File: config.mk
export PLATFORM = sky130hd
export DESIGN_NAME = instr_issue_seq
export DESIGN_NICKNAME = d
export VERILOG_FILES = /design/src/rtl/instr_issue_seq.sv
export SDC_FILE = /design/constraint.sdc
export NUM_CORES = 1
export LEC_CHECK = 0
export ABC_AREA = 1
export ABC_CLOCK_PERIOD_IN_PS = 2200
export CAP_MARGIN = 10
export CORE_ASPECT_RATIO = 1.4
export CORE_MARGIN = 1
export CORE_UTILIZATION = 52
export CTS_CLUSTER_SIZE = 14
export DETAILED_ROUTE_END_ITERATION = 12
export DONT_BUFFER_PORTS = 1
export PLACE_DENSITY = 0.67
export SKIP_LAST_GASP = 1
export SYNTH_ARGS = -nofsm -noshare
export SYNTH_HDL_FRONTEND = slang
export SYNTH_SLANG_ARGS = --single-unit
File: constraint.sdc
create_clock -name Clock -period 2.2 [get_ports Clock]
set_clock_uncertainty 0.1 [all_clocks]
set_input_delay 0.44 -clock Clock [delete_from_list [all_inputs] [get_ports Clock]]
set_output_delay 0.44 -clock Clock [all_outputs]
set_load 0.005 [all_outputs]
File: src/rtl/instr_issue_seq.sv
// Issue-side sequencer for the DIN/Run/Done instruction handshake: walks addresses 0..LAST_ADDR,
// one Run strobe per instruction, halting on the last address, a Stop request or a Done timeout.
// Optional single-step mode (Step input, STEP_WAIT state) is enabled by defining SEQ_SINGLE_STEP_EN.
module instr_issue_seq #(
    parameter int ADDR_W    = 5,
    parameter int LAST_ADDR = 31,
    parameter int TIMEOUT   = 15
) (
    input  logic              Clock,
    input  logic              Resetn,
    input  logic              Start,
    input  logic              Stop,
    input  logic              Done,
`ifdef SEQ_SINGLE_STEP_EN
    input  logic              Step,
`endif
    output logic              Run,
    output logic [ADDR_W-1:0] DIN,
    output logic              Busy,
    output logic              Halted,
    output logic              Timeout_err,
    output logic [7:0]        Issued_cnt,
    output logic [2:0]        dbg_state_o
);

    // Handshake: Run is a one-cycle strobe; DIN is stable from that strobe until Done is
    // sampled high in WAIT. Done seen while Run is high is ignored.
    typedef enum logic [2:0] {
        S_IDLE      = 3'd0,
        S_ISSUE     = 3'd1,
        S_WAIT      = 3'd2,
        S_NEXT      = 3'd3,
        S_HALT      = 3'd4,
        S_ERR       = 3'd5,
        S_STEP_WAIT = 3'd6
    } state_e;

    localparam logic [8:0]        TIMEOUT_C = 9'(TIMEOUT);
    localparam logic [ADDR_W-1:0] LAST_C    = ADDR_W'(LAST_ADDR);

    state_e            state_q;
    logic [ADDR_W-1:0] din_q;
    logic              run_q;
    logic              busy_q;
    logic              halted_q;
    logic              err_q;
    logic              stop_q;
    logic [7:0]        cnt_q;
    logic [7:0]        timer_q;

    logic [7:0]        cnt_inc_d;
    logic [8:0]        timer_inc_d;
    logic [ADDR_W-1:0] din_inc_d;

    assign cnt_inc_d   = (cnt_q == 8'hFF) ? cnt_q : cnt_q + 8'd1;
    assign timer_inc_d = {1'b0, timer_q} + 9'd1;
    assign din_inc_d   = din_q + ADDR_W'(1);

    always_ff @(posedge Clock or negedge Resetn) begin
        if (!Resetn) begin
            state_q  <= S_IDLE;
            din_q    <= '0;
            run_q    <= 1'b0;
            busy_q   <= 1'b0;
            halted_q <= 1'b0;
            err_q    <= 1'b0;
            stop_q   <= 1'b0;
            cnt_q    <= '0;
            timer_q  <= '0;
        end else begin
            run_q <= 1'b0;
            case (state_q)
                S_IDLE, S_HALT: begin
                    if (Start) begin
                        state_q  <= S_ISSUE;
                        din_q    <= '0;
                        cnt_q    <= '0;
                        run_q    <= 1'b1;
                        busy_q   <= 1'b1;
                        halted_q <= 1'b0;
                    end
                end
                S_ISSUE: begin
                    state_q <= S_WAIT;
                    timer_q <= '0;
                    if (Stop) stop_q <= 1'b1;
                end
                S_WAIT: begin
                    if (Stop) stop_q <= 1'b1;
                    // Done wins over a timeout expiring on the same edge.
                    if (Done) begin
                        cnt_q   <= cnt_inc_d;
                        state_q <= S_NEXT;
                    end else if (timer_inc_d == TIMEOUT_C) begin
                        state_q <= S_ERR;
                        err_q   <= 1'b1;
                        busy_q  <= 1'b0;
                        timer_q <= timer_inc_d[7:0];
                    end else begin
                        timer_q <= timer_inc_d[7:0];
                    end
                end
                S_NEXT: begin
                    // A Stop arriving in NEXT itself also halts: the instruction is already done.
                    if (stop_q || Stop || din_q == LAST_C) begin
                        state_q  <= S_HALT;
                        busy_q   <= 1'b0;
                        halted_q <= 1'b1;
                        stop_q   <= 1'b0;
                    end else begin
                        din_q <= din_inc_d;
`ifdef SEQ_SINGLE_STEP_EN
                        state_q <= S_STEP_WAIT;
`else
                        state_q <= S_ISSUE;
                        run_q   <= 1'b1;
`endif
                    end
                end
`ifdef SEQ_SINGLE_STEP_EN
                S_STEP_WAIT: begin
                    if (Stop) begin
                        state_q  <= S_HALT;
                        busy_q   <= 1'b0;
                        halted_q <= 1'b1;
                        stop_q   <= 1'b0;
                    end else if (Step) begin
                        state_q <= S_ISSUE;
                        run_q   <= 1'b1;
                    end
                end
`endif
                S_ERR: begin
                    state_q <= S_ERR;
                end
                default: begin
                    state_q <= S_IDLE;
                    busy_q  <= 1'b0;
                end
            endcase
        end
    end

    assign Run         = run_q;
    assign DIN         = din_q;
    assign Busy        = busy_q;
    assign Halted      = halted_q;
    assign Timeout_err = err_q;
    assign Issued_cnt  = cnt_q;
    assign dbg_state_o = state_q;

endmodule

==> results by group, run 1 <==
Detailed routing
  • 1st-pass router iterations: 5
  • Total routed wirelength: 3.338 mm
  • Vias per cell: 5.432
  • DR WL/cell: 13.85 um
  • Post-DRT Antenna Nets: 0
  • Drt drc: 0
  • Via count: 1309
  • DRT iter0 DRCs: 47

Setup path
  • CP peak stage delay: 0.43 ns
  • Worst path slowest cell: dfrtp_1
  • CP endpoint: DIN[1]$_DFFE_PN0P_
  • R2R cell count: 9
  • Worst EP arrival: 2.05 ns
  • Critical Path Sink Type: flip-flop
  • Crit Path Max Fanout: 6
  • Reg-to-reg critical path endpoint: DIN[1]$_DFFE_PN0P_
  • Cells along the critical path: ha_1 -> inv_1 -> nor3_1 -> ha_1 -> nor3_1 -> nand2_1 -> inv_2 -> nor2_1 -> a22o_1
  • Worst setup path start: DIN[0]$_DFFE_PN0P_
  • Flop2flop setup slack: 0.22 ns
  • Crit path kind: flip-flop to flip-flop
  • Required @ worst endpoint: 2.26 ns
  • Start of the worst register-to-register path: DIN[0]$_DFFE_PN0P_
  • CP Launch Type: flip-flop

Timing
  • Hold Fails Final Rpt: 0
  • RSZ-0062 raised after global routing: false
  • Crit path time final: 1.985 ns
  • Worst relative slew slack: 71.83%
  • Final setup TNS: 0 ns
  • Tcrit/Tclk final: 90.23%
  • Fmax achieved: 503.8 MHz
  • Slew @ Worst Pin: 0.4210 ns
  • Final Max Slew Viols: 0
  • Final worst slack: 0.2150 ns
  • Final setup fails: 0

Logic synthesis
  • Register area share after synthesis: 45.00%
  • Distinct cells, synth: 28
  • Yosys reg bits: 29
  • Cells after synthesis: 195
  • Syn nets: 205
  • Yosys warns: 0
  • Synth Area per Inst: 8.271 um^2
  • Synthesized area: 1613 um^2

Run status
  • Outcome: completed

Power
  • Reg power frac: 42.1%
  • Switch Pwr: 756.3 uW
  • Clock Power Share: 23.4%
  • Internal power: 1090 uW
  • Leak pwr: 0.0007966 uW
  • Combinational Power Share: 34.5%
  • Switching Share: 40.97%
  • Peak supply drop: 0.7345 mV
  • Power per cell area: 1047 nW/um^2

Global route
  • GR Util met1: 26.35%
  • Grt peak-use layer: met2
  • Total gr overflow: 0
  • Largest net degree at the start of global routing: 30
  • Vias in the first global route: 1362
  • Grt met2 use: 41.27%
  • First-pass GRT wire length: 5.837 mm
  • GRT Util Overall: 23.26%
  • Met3 usage: 5.778%
  • Initial antenna violation count: 0

Place
  • Hpwl dp: 2.448 mm
  • IO Port Bufs: 0
  • Post-Place Setup Slack: 0.2308 ns
  • Placed Cells: 232
  • Routability cong.: 0.7954
  • Placed Area: 1647 um^2

Clock network
  • Post_cts resized: 0
  • TritonCTS clock tree: yes
  • Clock Path Buffers: 2
  • Htree depth: 2
  • Number of CTS-inserted buffers: 5
  • Setup bufs post-CTS: 0
  • Clock root cell: clkbuf_8
  • Post-CTS Hold Fix Bufs: 2
  • Clock latency on the worst-skew pair: 0.27 ns
  • Clock sinks: 29
  • Clock-pin slew on the worst setup and hold paths: 0.06 ns

Final layout
  • Final core occ: 60.65%
  • Fill cell count: 262
  • Layout area overhead: 9.309%
  • Final Instance Count excl. Fillers: 241
  • Share of cells above drive strength 1: 14.22%
  • NumNets Final: 214
  • Design area: 1763 um^2
  • Antenna Cells: 0

Floorplanning
  • Die area: 3331 um^2
  • Initial core utilization: 55.49%
  • Core ar.: 2907 um^2
  • Chip Width: 49.07 um
  • Die height: 67.90 um
  • Std cell rows: 23
  • I/O pins: 25

Run
  • Max cap viols: 0

Worst hold path
  • Worst min path class: primary input to flip-flop
  • Hold Crit Start: Stop
## routing by layer
metal / vias up / part of all wire, %
li1: 653 / -
met1: 612 / 43
met2: 37 / 50
met3: 7 / 5.8
met4: 0 / 1.8
met5: - / 0
## layout make-up
type	count	area (um^2)	area share, %
clock buffer	7	86.33	4.897
sequential	29	725.7	41.16
inverter	29	108.9	6.175
multi-input combinational	136	758.2	43.01
tap	37	46.29	2.626
timing repair buffer	3	37.54	2.129
## cell usage after synthesis
master / number / area, um^2
o22ai_1: 3 / 18.77
inv_1: 24 / 90.09
buf_12: 1 / 20.02
o31ai_1: 3 / 22.52
nand2_2: 6 / 37.54
dfrtp_1: 29 / 725.7
nand3_1: 15 / 75.07
a21oi_1: 5 / 25.02
nor2_4: 1 / 11.26
a22o_1: 2 / 17.52
inv_2: 5 / 18.77
o21ai_2: 4 / 35.03
o21ai_1: 8 / 40.04
a31oi_1: 2 / 12.51
nor3b_1: 1 / 7.510
ha_1: 5 / 62.56
o21bai_1: 1 / 7.510
nand2_4: 1 / 11.26
nand2_1: 36 / 135.1
nor3_4: 1 / 16.27
nor2_8: 1 / 20.02
nand4_1: 2 / 12.51
xor2_1: 4 / 35.03
or2_2: 2 / 12.51
nor3_1: 9 / 45.04
nor2_1: 21 / 78.83
xnor2_1: 1 / 8.760
o21ai_0: 2 / 10.01
## cells in the final DEF (no fill, tap or decap), types with 2 or more instances in the layout
master	netlist	layout
or2_2	2	2
xor2_1	4	4
o21ai_0	2	2
a31oi_1	2	2
nand3_1	15	15
nand4_1	2	2
nand2_1	36	36
o31ai_1	3	3
o21ai_1	8	8
o22ai_1	3	3
a21oi_1	5	5
nor2_1	21	21
nand2_2	6	6
clkbuf_8	0	6
o21ai_2	4	4
nor3_1	9	9
ha_1	5	5
a22o_1	2	2
inv_2	5	5
dfrtp_1	29	29
inv_1	24	24
## cell families (layout without fill, tap and decap cells)
logic type	after synthesis	after routing	synth area share [%]
XOR/XNOR	5	5	2.715
AND/OR/NAND/NOR	96	96	28.70
adder cells (fa/ha/maj)	5	5	3.879
flip-flops	29	29	45.00
AO/OA/AOI/OAI	30	30	11.71
buffers and inverters	30	39	7.991
## worst max-delay path: cells and delay by family, from the launching register on
| family | cells | cell delay (ns) |
|---|---|---|
| and+or+nand+nor | 4 | 0.52 |
| DFF | 1 | 0.43 |
| adders and majority gates | 2 | 0.40 |
| buffers and inverters | 2 | 0.21 |
| AOI/OAI and AO/OA | 1 | 0.20 |
## power by group through the flow
stage / clock [uW] / combinational, uW / sequential (uW)
global route: 466 / 721 / 793
finish: 433 / 637 / 777
floorplan: 0 / 561 / 751
global placement: 0 / 603 / 778
CTS: 444 / 639 / 778
detailed placement: 0 / 620 / 784
## flip-flops by register name, indices dropped and copies added, names as in the netlist
name         cells
Halted           1
DIN              5
Run              1
Timeout_err      1
timer_q          8
Issued_cnt       8
Busy             1
dbg_state_o      3
stop_q           1
## how the worst min path moves through the flow
stage | end | slack [ns] | depth (start not counted)
final | stop_q$_DFFE_PN0P_ | 0.25 | 2
after CTS | stop_q$_DFFE_PN0P_ | 0.24 | 2
after global routing | stop_q$_DFFE_PN0P_ | 0.26 | 2
after floorplan | Busy$_DFFE_PN0P_ | 0.04 | 0
after global placement | timer_q[3]$_DFFE_PN0P_ | 0.05 | 0
after detailed placement | timer_q[6]$_DFFE_PN0P_ | 0.05 | 0
## stage by stage
stage	hold slack [ns]	total power, uW
after detailed placement	0.04523	1404
after global placement	0.04504	1380
after floorplan	0.04441	1312
after CTS	0.2422	1861
final	0.2480	1846
after global routing	0.2576	1981
No activity file was read; power rests on OpenSTA's default activity.
==> run 2: changes to the inputs <==
--- a/config.mk
+++ b/config.mk
@@ -7,14 +7,14 @@
 export LEC_CHECK = 0
 export ABC_AREA = 1
 export ABC_CLOCK_PERIOD_IN_PS = 2200
+export BUFFER_PORTS_ARGS = -buffer_cell sky130_fd_sc_hd__buf_2
 export CAP_MARGIN = 10
 export CORE_ASPECT_RATIO = 1.4
 export CORE_MARGIN = 1
 export CORE_UTILIZATION = 52
 export CTS_CLUSTER_SIZE = 14
 export DETAILED_ROUTE_END_ITERATION = 12
-export DONT_BUFFER_PORTS = 1
-export PLACE_DENSITY = 0.67
+export PLACE_DENSITY = 0.74
 export SKIP_LAST_GASP = 1
 export SYNTH_ARGS = -nofsm -noshare
 export SYNTH_HDL_FRONTEND = slang
==> results by group, run 2 (synthesis results as in run 1) <==
Detailed routing
  • Total routed wirelength: 3.568 mm
  • DRT iter0 DRCs: 55
  • Drt drc: 0
  • DR WL/cell: 13.57 um
  • 1st-pass router iterations: 4
  • Vias per cell: 5.506
  • Post-DRT Antenna Nets: 0
  • Via count: 1448

Setup path
  • Flop2flop setup slack: 0.18 ns
  • Worst EP arrival: 2.09 ns
  • R2R cell count: 9
  • Crit path kind: flip-flop to flip-flop
  • Critical Path Sink Type: flip-flop
  • Crit Path Max Fanout: 6
  • CP Launch Type: flip-flop
  • Reg-to-reg critical path endpoint: DIN[1]$_DFFE_PN0P_
  • Required @ worst endpoint: 2.27 ns
  • Start of the worst register-to-register path: DIN[0]$_DFFE_PN0P_

Global route
  • Total gr overflow: 0
  • First-pass GRT wire length: 5.940 mm
  • Largest net degree at the start of global routing: 30
  • GRT Util Overall: 24.22%
  • Initial antenna violation count: 0
  • Vias in the first global route: 1430

Timing
  • Worst relative slew slack: 57.08%
  • Final Max Slew Viols: 0
  • Final setup fails: 0
  • Crit path time final: 2.021 ns
  • Hold Fails Final Rpt: 0
  • Tcrit/Tclk final: 91.88%
  • RSZ-0062 raised after global routing: false
  • Slew @ Worst Pin: 0.6438 ns
  • Fmax achieved: 494.7 MHz
  • Final setup TNS: 0 ns

Floorplanning
  • Core ar.: 2907 um^2
  • Die height: 67.90 um
  • Std cell rows: 23
  • Die area: 3331 um^2
  • Initial core utilization: 55.49%
  • I/O pins: 25
  • Chip Width: 49.07 um

Final layout
  • Design area: 1876 um^2
  • Sequential cell area: 725.7 um^2
  • Fill cell count: 258
  • Antenna Cells: 0
  • Area of the multi-input gates: 758.2 um^2
  • Layout area overhead: 16.29%
  • Share of cells above drive strength 1: 23.01%
  • NumNets Final: 235
  • Final core occ: 64.53%
  • Commonest non-fill, non-tap cell in the layout: nand2_1
  • Most frequent cells in the layout: nand2_1 (36), dfrtp_1 (29), inv_1 (24), buf_2 (24), nor2_1 (21)

Clock network
  • Number of CTS-inserted buffers: 5
  • Clock root cell: clkbuf_8
  • Clock-pin slew on the worst setup and hold paths: 0.06 ns
  • Clock Path Buffers: 2
  • Clock latency on the worst-skew pair: 0.28 ns
  • Post-CTS Hold Fix Bufs: 0
  • Htree depth: 2
  • Clock sinks: 29
  • Setup bufs post-CTS: 0
  • Post_cts resized: 0
  • TritonCTS clock tree: yes

Power
  • Internal power: 1246 uW
  • Clock Power Share: 27.8%
  • Peak supply drop: 0.7703 mV
  • Combinational Power Share: 35.4%
  • Reg power frac: 36.8%
  • Switch Pwr: 802.4 uW
  • Switching Share: 39.18%
  • Leak pwr: 0.0009109 uW
  • Power per cell area: 1092 nW/um^2

Place
  • IO Port Bufs: 24
  • Hpwl dp: 2.601 mm
  • Routability cong.: 0.8737
  • Placed Area: 1759 um^2

Run
  • Max cap viols: 0

Worst hold path
  • Worst min path class: primary input to async pin

Run status
  • Outcome: completed
-- run 2: how the worst max path moves through the flow --
stage                                  start            endpoint  slack (ns)  cells after the start
final                     DIN[0]$_DFFE_PN0P_  DIN[1]$_DFFE_PN0P_        0.18                      9
after global placement    DIN[0]$_DFFE_PN0P_  DIN[1]$_DFFE_PN0P_        0.37                      9
after global routing      DIN[0]$_DFFE_PN0P_  DIN[1]$_DFFE_PN0P_        0.03                      9
after CTS                 DIN[0]$_DFFE_PN0P_  DIN[1]$_DFFE_PN0P_        0.19                      9
after floorplan           DIN[0]$_DFFE_PN0P_  DIN[1]$_DFFE_PN0P_        0.43                      9
after detailed placement  DIN[0]$_DFFE_PN0P_  DIN[4]$_DFFE_PN0P_        0.21                      9
-- run 2: per-stage QoR --
stage | cells | setup WS, ns | hold WS [ns] | power (uW)
global route | 263 | 0.03342 | 0.1286 | 2171
CTS | 263 | 0.1929 | 0.08545 | 2061
detailed placement | 255 | 0.2078 | 0.3793 | 1478
global placement | 255 | 0.3723 | 0.3680 | 1445
finish | 263 | 0.1787 | 0.07542 | 2048
floorplan | 195 | 0.4314 | 0.04441 | 1312
-- run 2: final cells by class --
cell class / count / share of cell area, %
Tap cell: 37 / 2.468
Multi-Input combinational cell: 136 / 40.43
Clock inverter: 1 / 1.601
Sequential cell: 29 / 38.69
Timing Repair Buffer: 24 / 6.404
Inverter: 29 / 5.804
Clock buffer: 7 / 4.603
-- run 2: metal layers --
metal	GRT usage (%)	wire length [um]	vias up
met5	0	0	-
li1	-	-	695
met4	15.81	72	0
met1	24.79	1431	700
met2	43.84	1918	44
met3	6.222	147	9
-- run 2: power groups by stage --
stage | logic (uW) | clock network, uW | registers (uW)
3_5_place_dp | 719 | 0 | 759
6_report | 726 | 569 | 753
3_3_place_gp | 692 | 0 | 752
5_1_grt | 798 | 606 | 767
4_1_cts | 726 | 584 | 751
2_1_floorplan | 561 | 0 | 751
-- run 2: critical path, stage by stage, from the launching register on --
cell and delay [ns]:
dfrtp_1 0.42, ha_1 0.23, inv_1 0.08, nor3_1 0.05
ha_1 0.17, nor3_1 0.22, nand2_1 0.19, inv_2 0.15
nor2_1 0.10, a22o_1 0.21
